## config.mk

```make
export PLATFORM = sky130hd
export DESIGN_NAME = stopwatch_ctrl
export DESIGN_NICKNAME = d
export VERILOG_FILES = /design/src/rtl/stopwatch_ctrl.sv
export SDC_FILE = /design/constraint.sdc
export NUM_CORES = 1
export LEC_CHECK = 0
export BUFFER_PORTS_ARGS = -buffer_cell sky130_fd_sc_hd__clkbuf_2
export CAP_MARGIN = 25
export CORE_AREA = 2 2 62 64
export CTS_CLUSTER_DIAMETER = 100
export DETAILED_ROUTE_END_ITERATION = 10
export DIE_AREA = 0 0 64 66
export PLACE_DENSITY = 0.6
export REMOVE_ABC_BUFFERS = 1
export SLEW_MARGIN = 25
export SYNTH_ARGS = -nofsm -noshare
export SYNTH_HDL_FRONTEND = slang
export SYNTH_SLANG_ARGS = --single-unit
```

## constraint.sdc

```tcl
create_clock -name clk -period 1.9 [get_ports clk]
set_input_delay 0.095 -clock clk [delete_from_list [all_inputs] [get_ports clk]]
set_output_delay 0.095 -clock clk [all_outputs]
set_load 0.005 [all_outputs]
```

## src/rtl/stopwatch_ctrl.sv

```systemverilog
// stopwatch_ctrl: button synchronizers + run/pause/stop FSM + tick prescaler.
// Latency: button to state change SYNC_STAGES edges (+DEBOUNCE_CYCLES with debounce).
// Backpressure: none; events and ticks are one-cycle pulses that are never stalled.
// Optional debouncer: define STOPWATCH_CTRL_DEBOUNCE_EN.
module stopwatch_ctrl #(
   parameter int CLK_HZ          = 100_000_000,
   parameter int TICK_HZ         = 100,
   parameter int SYNC_STAGES     = 2,
   parameter int DEBOUNCE_CYCLES = 1_000_000
) (
   input  logic       clk,
   input  logic       reset,
   input  logic       start,
   input  logic       stop,
   input  logic       pause,
   output logic       count_en,
   output logic       count_clr,
   output logic [1:0] state,
   output logic       running,
   output logic       paused
);

   localparam int DIV = CLK_HZ / TICK_HZ;
   localparam int CW  = (DIV > 1) ? $clog2(DIV) : 1;
   localparam logic [CW-1:0] CNT_MAX = CW'(DIV - 1);

   typedef enum logic [1:0] {
      IDLE    = 2'b00,
      RUN     = 2'b01,
      PAUSED  = 2'b10,
      STOPPED = 2'b11
   } state_t;

   // Elaboration guard against unusable configurations.
   if (DIV < 2 || SYNC_STAGES < 2 || DEBOUNCE_CYCLES < 1) begin : g_bad_param
      $error("stopwatch_ctrl: illegal parameter combination");
   end

   state_t state_q, state_d;

   // Button bit order: [0]=start, [1]=stop, [2]=pause.
   logic [2:0]                  btn;
   logic [2:0][SYNC_STAGES-1:0] sync_q;
   logic [2:0]                  lvl;
   logic [2:0]                  lvl_d;
   logic [2:0]                  ev;
   logic                        ev_start, ev_stop, ev_pause;
   logic                        clr_d;
   logic [CW-1:0]               cnt;

   assign btn = {pause, stop, start};

   // Shift each raw button level through its synchronizer chain.
   always_ff @(posedge clk or posedge reset) begin
      if (reset) begin
         sync_q <= '0;
      end else begin
         for (int b = 0; b < 3; b++) begin
            sync_q[b] <= {sync_q[b][SYNC_STAGES-2:0], btn[b]};
         end
      end
   end

`ifdef STOPWATCH_CTRL_DEBOUNCE_EN
   localparam int DW = $clog2(DEBOUNCE_CYCLES + 1);
   localparam logic [DW-1:0] DEB_MAX = DW'(DEBOUNCE_CYCLES - 1);

   logic [2:0]          deb_q;
   logic [2:0][DW-1:0]  deb_cnt;

   // Accept a new level only after it has differed for DEBOUNCE_CYCLES straight cycles.
   always_ff @(posedge clk or posedge reset) begin
      if (reset) begin
         deb_q   <= '0;
         deb_cnt <= '0;
      end else begin
         for (int b = 0; b < 3; b++) begin
            if (sync_q[b][SYNC_STAGES-1] != deb_q[b]) begin
               if (deb_cnt[b] == DEB_MAX) begin
                  deb_q[b]   <= sync_q[b][SYNC_STAGES-1];
                  deb_cnt[b] <= '0;
               end else begin
                  deb_cnt[b] <= deb_cnt[b] + 1'b1;
               end
            end else begin
               deb_cnt[b] <= '0;
            end
         end
      end
   end

   assign lvl = deb_q;
`else
   // Synchronized level feeds edge detection directly.
   always_comb begin
      lvl = '0;
      for (int b = 0; b < 3; b++) begin
         lvl[b] = sync_q[b][SYNC_STAGES-1];
      end
   end
`endif

   // Delayed copy of the level for rising-edge detection.
   always_ff @(posedge clk or posedge reset) begin
      if (reset) begin
         lvl_d <= '0;
      end else begin
         lvl_d <= lvl;
      end
   end

   // Rising edges, then keep only the highest-priority one: stop > pause > start.
   assign ev       = lvl & ~lvl_d;
   assign ev_stop  = ev[1];
   assign ev_pause = ev[2] & ~ev[1];
   assign ev_start = ev[0] & ~ev[1] & ~ev[2];

   // FSM state register.
   always_ff @(posedge clk or posedge reset) begin
      if (reset) begin
         state_q <= IDLE;
      end else begin
         state_q <= state_d;
      end
   end

   // FSM next-state logic; clr_d flags the two transitions that zero the time.
   always_comb begin
      state_d = state_q;
      clr_d   = 1'b0;
      case (state_q)
         IDLE: begin
            if (ev_start) state_d = RUN;
         end
         RUN: begin
            if (ev_stop)       state_d = STOPPED;
            else if (ev_pause) state_d = PAUSED;
         end
         PAUSED: begin
            if (ev_stop)                  state_d = STOPPED;
            else if (ev_pause || ev_start) state_d = RUN;
         end
         STOPPED: begin
            if (ev_stop) begin
               state_d = IDLE;
               clr_d   = 1'b1;
            end else if (ev_start) begin
               state_d = RUN;
               clr_d   = 1'b1;
            end
         end
         default: state_d = IDLE;
      endcase
   end

   // FSM outputs decoded from the current state.
   always_comb begin
      state   = state_q;
      running = (state_q == RUN);
      paused  = (state_q == PAUSED);
   end

   // Prescaler and registered pulses; decisions use the pre-edge state so a due tick survives leaving RUN.
   always_ff @(posedge clk or posedge reset) begin
      if (reset) begin
         cnt       <= '0;
         count_en  <= 1'b0;
         count_clr <= 1'b0;
      end else begin
         count_clr <= clr_d;
         case (state_q)
            RUN: begin
               if (cnt == CNT_MAX) begin
                  cnt      <= '0;
                  count_en <= 1'b1;
               end else begin
                  cnt      <= cnt + 1'b1;
                  count_en <= 1'b0;
               end
            end
            PAUSED: begin
               count_en <= 1'b0;
            end
            default: begin
               cnt      <= '0;
               count_en <= 1'b0;
            end
         endcase
      end
   end

endmodule

```

==> Word level (Yosys, flattened, before mapping) <==
Index checks and enable logic that the tools add are counted.
{ "totals": {"elab_cells": 39, "out_inout_bits": 6, "reg_bits": 33, "in_bits": 5} }
{ "op_classes": {"muxes": 14, "n_eq_ne": 6, "add_sub_neg": 1, "bitwise": 7, "n_reduce_logical": 3} }
{ "ops": {"columns": ["op", "n"], "rows": [
  ["$pmux 20 s2", 1],
  ["$add 20x1->20 const B", 1],
  ["$eq 20x20->1 const B", 1],
  ["$mux 20", 1],
  ["$mux 2", 6],
  ["$pmux 2 s4", 1],
  ["$ne 3x1->1 const B", 2],
  ["$mux 1", 5],
  ["$eq 2x2->1 const B", 2],
  ["$and 1x1->1", 3],
  ["$and 3x3->3", 1],
  ["$not 3->3", 1],
  ["$eq 2x1->1 const B", 1],
  ["$logic_not 2->1", 1],
  ["$not 1->1", 2],
  ["$reduce_and 2->1", 1],
  ["$logic_or 1x1->1", 1]
]} }

==> Logic depth before layout (Yosys ltp) <==
{ "logic_depth": {"word_depth": 9, "ltp_mapped": 7, "ltp_nobuf": 6} }

==> Worst setup path before layout <==
OpenSTA, ideal clock, no wires.
{ "synth_path": {"path_kind": "register -> register", "from": "register cnt[0]", "to": "register cnt[13]", "arrival_ns": 1.540, "setup_time_ns": 0.139, "required_ns": 1.761, "path_buffers": 1, "setup_slack_ns": 0.222, "synth_period_minus_slack_ns": 1.678, "stages_incl_launch_ff": 8, "path_cell_list": "dfrtp_1 -> ha_1 -> nand3_1 -> nor4_2 -> a21oi_2 -> buf_6 -> a41oi_1 -> a31oi_1"} }
{ "synth_via": {"elab_chain_cells": 3, "word_cells_on_any_way": 4, "classes_between": "add/sub (1); eq/ne (1); mux (2)"} }
{ "synth_lines": {"columns": ["item", "line", "text"], "rows": [
  ["start: declaration", "49", "logic [CW-1:0] cnt;"],
  ["start signal: assignment", "177", "cnt <= cnt + 1'b1;"],
  ["$add 20x1->20 / $eq 20x20->1 (equally long branches)", "177, 173", null],
  ["$mux 20 *", "173", "if (cnt == CNT_MAX) begin"],
  ["$pmux 20 s2 *", "171", "case (state_q)"]
]} }
Every way passes the cells marked *; elsewhere a longest branch is shown, timed or not.
A chain may end at the register's enable or synchronous reset.

==> Final worst setup path <==
{ "layout_path": {"from": "register cnt[0]", "to": "register cnt[19]"} }
Same word-level chain as after synthesis.

==> impl_metrics.tcl <==
set metrics [dict create \
    drt-total-wl_um 3060 \
    maxSlewHeadroom 0.728 \
    die_area_mm2 0.00422 \
    place_ws_ns 0.104 \
    die_w_um 64 \
    gp_congestion 0.795 \
    postRouteAntennaNets 0 \
    async_flop_share 1.00 \
    worstSkewPairLatency_ns 0.35 \
    fin_ws_ns 0.132 \
    cp_data_required_time_ns 2.19 \
    seq_area_um2 826 \
    cts_tree "done" \
    post_cts_buffers 0 \
    slew_viol_final 0 \
    p_leak_nw 0.795 \
    tightest_slew_ns 0.408 \
    ios 11 \
    ys_seq_elements 33 \
    clkPwrFrac 0.215 \
    critPathKind "reg -> reg" \
    place_area_mm2 0.00170 \
    seq_power_share 0.474 \
    p_sw_uw 654 \
    fill_cells 335 \
    p_sw_frac 0.367 \
    grt_pass1_vias 1196 \
    htree_levels 2 \
    ys_top_cells_by_area "dfrtp_1 (53%), nand2_1 (5.5%), a31oi_1 (4.8%)" \
    synth-edff-count 0 \
    design_area_mm2 0.00181 \
    synth_warnings 0 \
    final_layout_size_suffix_gt1_frac 0.178 \
    cts_sinks 33 \
    power_density_mw_per_mm2 983 \
    clockBufferDepth 2 \
    fin_skew_ns 0.0101 \
    clockRootBuffer "clkbuf_4" \
    wl_per_cell_um 13.4 \
    cp-end-kind "flop" \
    comb_power_share 0.310 \
    synth.avg_cell_area_um2 9.91 \
    multiInputGateArea_um2 694 \
    yosysTopAreaCell "dfrtp_1" \
    vias 1238 \
    drtIter0Drc 54 \
    grt.overflow.total 0 \
    area_growth_pct 15.8 \
    clkTransAtPathRegs_ns 0.11 \
    synth_ff_type "dfrtp_1" \
    synthesis.area_mm2 0.00157 \
    critPathMostFrequentCell "nand3_1" \
    critPathArrivalTime_ns 2.06 \
    placementRows 22 \
    insertedDiodeCount 0 \
    rsz0062_at_grt "no" \
    ir_worst_vdd_uv 515 \
    drc 0 \
    initial_core_util 0.441 \
    antenna_found_initial 0 \
    synth_top_area_share 0.528 \
    cp_max_fo 34 \
    grt_max_degree 35 \
    io_buffers 10 \
    p_int_mw 1.13 \
    synth.distinct_cells 41 \
    grt_pass1_wl_um 5490 \
    hold_path.class "in -> async" \
    cts_made_buffers 5 \
    post-dp-hpwl_um 2020 \
    setup_violations 0 \
    critPathMaxStageDelay_ns 0.42 \
    first_pass_iters 5 \
    reg2reg_from "cnt[0]" \
    yosysMostFrequentCell "dfrtp_1" \
    layout.nets 185 \
    max_freq_ghz 0.566 \
    post-route-period-util 0.931 \
    synthTopCellsByCount "dfrtp_1 (33), nand2_1 (23), nand3_1 (15), a31oi_1 (12), a21oi_1 (11)" \
    track_usage 0.172 \
    path_cells "ha_1 -> nand3_1 -> nor4_4 -> a21oi_2 -> buf_12 -> or3b_1 -> nand3_1" \
    maxCapViolCount 0 \
    hold_viol_final 0 \
    fin_tns_setup_ns 0 \
    critPathSlowestCell "dfrtp_1" \
    min_period_ns 1.77 \
    core_mm2 0.00355 \
    startpoint_type "flop" \
    routed_via_density 5.43 \
    netlist_instances 158 \
    seq_area_frac_synth 0.528 \
    cp-startpoint "cnt[0]" \
    fin_util 0.511 \
    status "complete, no violations" \
    die_h_um 66 \
]
[metal layers]
metal	GRT usage	up-vias	routed length [µm]	share of wire
met5	0	-	0	0
met4	0.0815	0	59	0.019
met3	0.0613	7	113	0.037
met2	0.270	16	1460	0.48
met1	0.212	597	1420	0.47
li1	-	618	-	-
[final timing paths]
kind,endpoint,slack (ns),cells past startpoint
setup reg to reg,cnt[19],0.13,7
hold / removal,sync_q[4],0.35,4
max in group asynchronous,count_en,1.25,4
hold reg to reg,lvl[0],0.36,0
setup / recovery,cnt[19],0.13,7
min in group clk,lvl[0],0.36,0
[final cells by class]
cell class              instances  share of cell area
multi-input cells             112               0.383
flip-flops and latches         33               0.455
clock buffers                   5              0.0207
inverters                       6              0.0124
repair buffers                 21              0.0856
well taps                      48              0.0331
clock inverters                 3             0.00966
[kinds of logic after synthesis]
family          synth area share
buf+inv                   0.0416
simple gates               0.231
mux                       0.0200
compound gates             0.161
xor+xnor                  0.0112
fa+ha+maj                0.00799
flops                      0.528
[layout by cell type (no fill, tap or decap), types with 3 or more instances in the layout]
cell / netlist / routed
inv_1: 5 / 5
nor2b_1: 3 / 3
a31oi_1: 12 / 12
dlygate4sd3_1: 0 / 4
nand3_1: 15 / 15
a41oi_1: 4 / 4
nand2_1: 23 / 23
a21oi_1: 11 / 11
nand2b_1: 3 / 3
nor2_1: 4 / 4
clkbuf_4: 0 / 5
dfrtp_1: 33 / 33
buf_4: 1 / 6
o21ai_0: 7 / 7
clkbuf_2: 1 / 10
[metrics by stage]
stage	std cells	power (mW)	hold slack [ns]
2_1_floorplan	151	1.18	0.126
3_3_place_gp	216	1.38	0.182
3_5_place_dp	216	1.40	0.191
4_1_cts	228	1.80	0.355
5_1_grt	228	1.92	0.369
6_report	228	1.78	0.349
[repair_timing]
| action | in CTS | in global routing |
|---|---|---|
| hold buffers | 4 | 0 |
| resized for setup | 0 | 3 |
| setup endpoints to repair | 0 | 5 |
| endpoints found under the hold margin | 36 | 0 |
[flip-flops by register name (all words and copies together), names as in the netlist]
register,cells
cnt,20
count_clr,1
count_en,1
lvl,3
lvl_d,3
state,2
sync_q,3
[critical path: cells and delay by family (launching register included)]
kind / cells / cell delay (ns)
and+or+nand+nor: 4 / 0.68
adders and majority gates: 1 / 0.23
buffers and inverters: 1 / 0.20
AOI/OAI and AO/OA: 1 / 0.18
DFF: 1 / 0.42
[power by group through the flow]
stage / Sequential, mW / Clock [mW] / Combinational, mW
after floorplan: 0.846 / 0 / 0.338
after global placement: 0.851 / 0 / 0.533
after detailed placement: 0.858 / 0 / 0.546
after CTS: 0.845 / 0.400 / 0.558
after global routing: 0.859 / 0.439 / 0.618
final: 0.846 / 0.384 / 0.553
(Power assumes the default switching activity.)
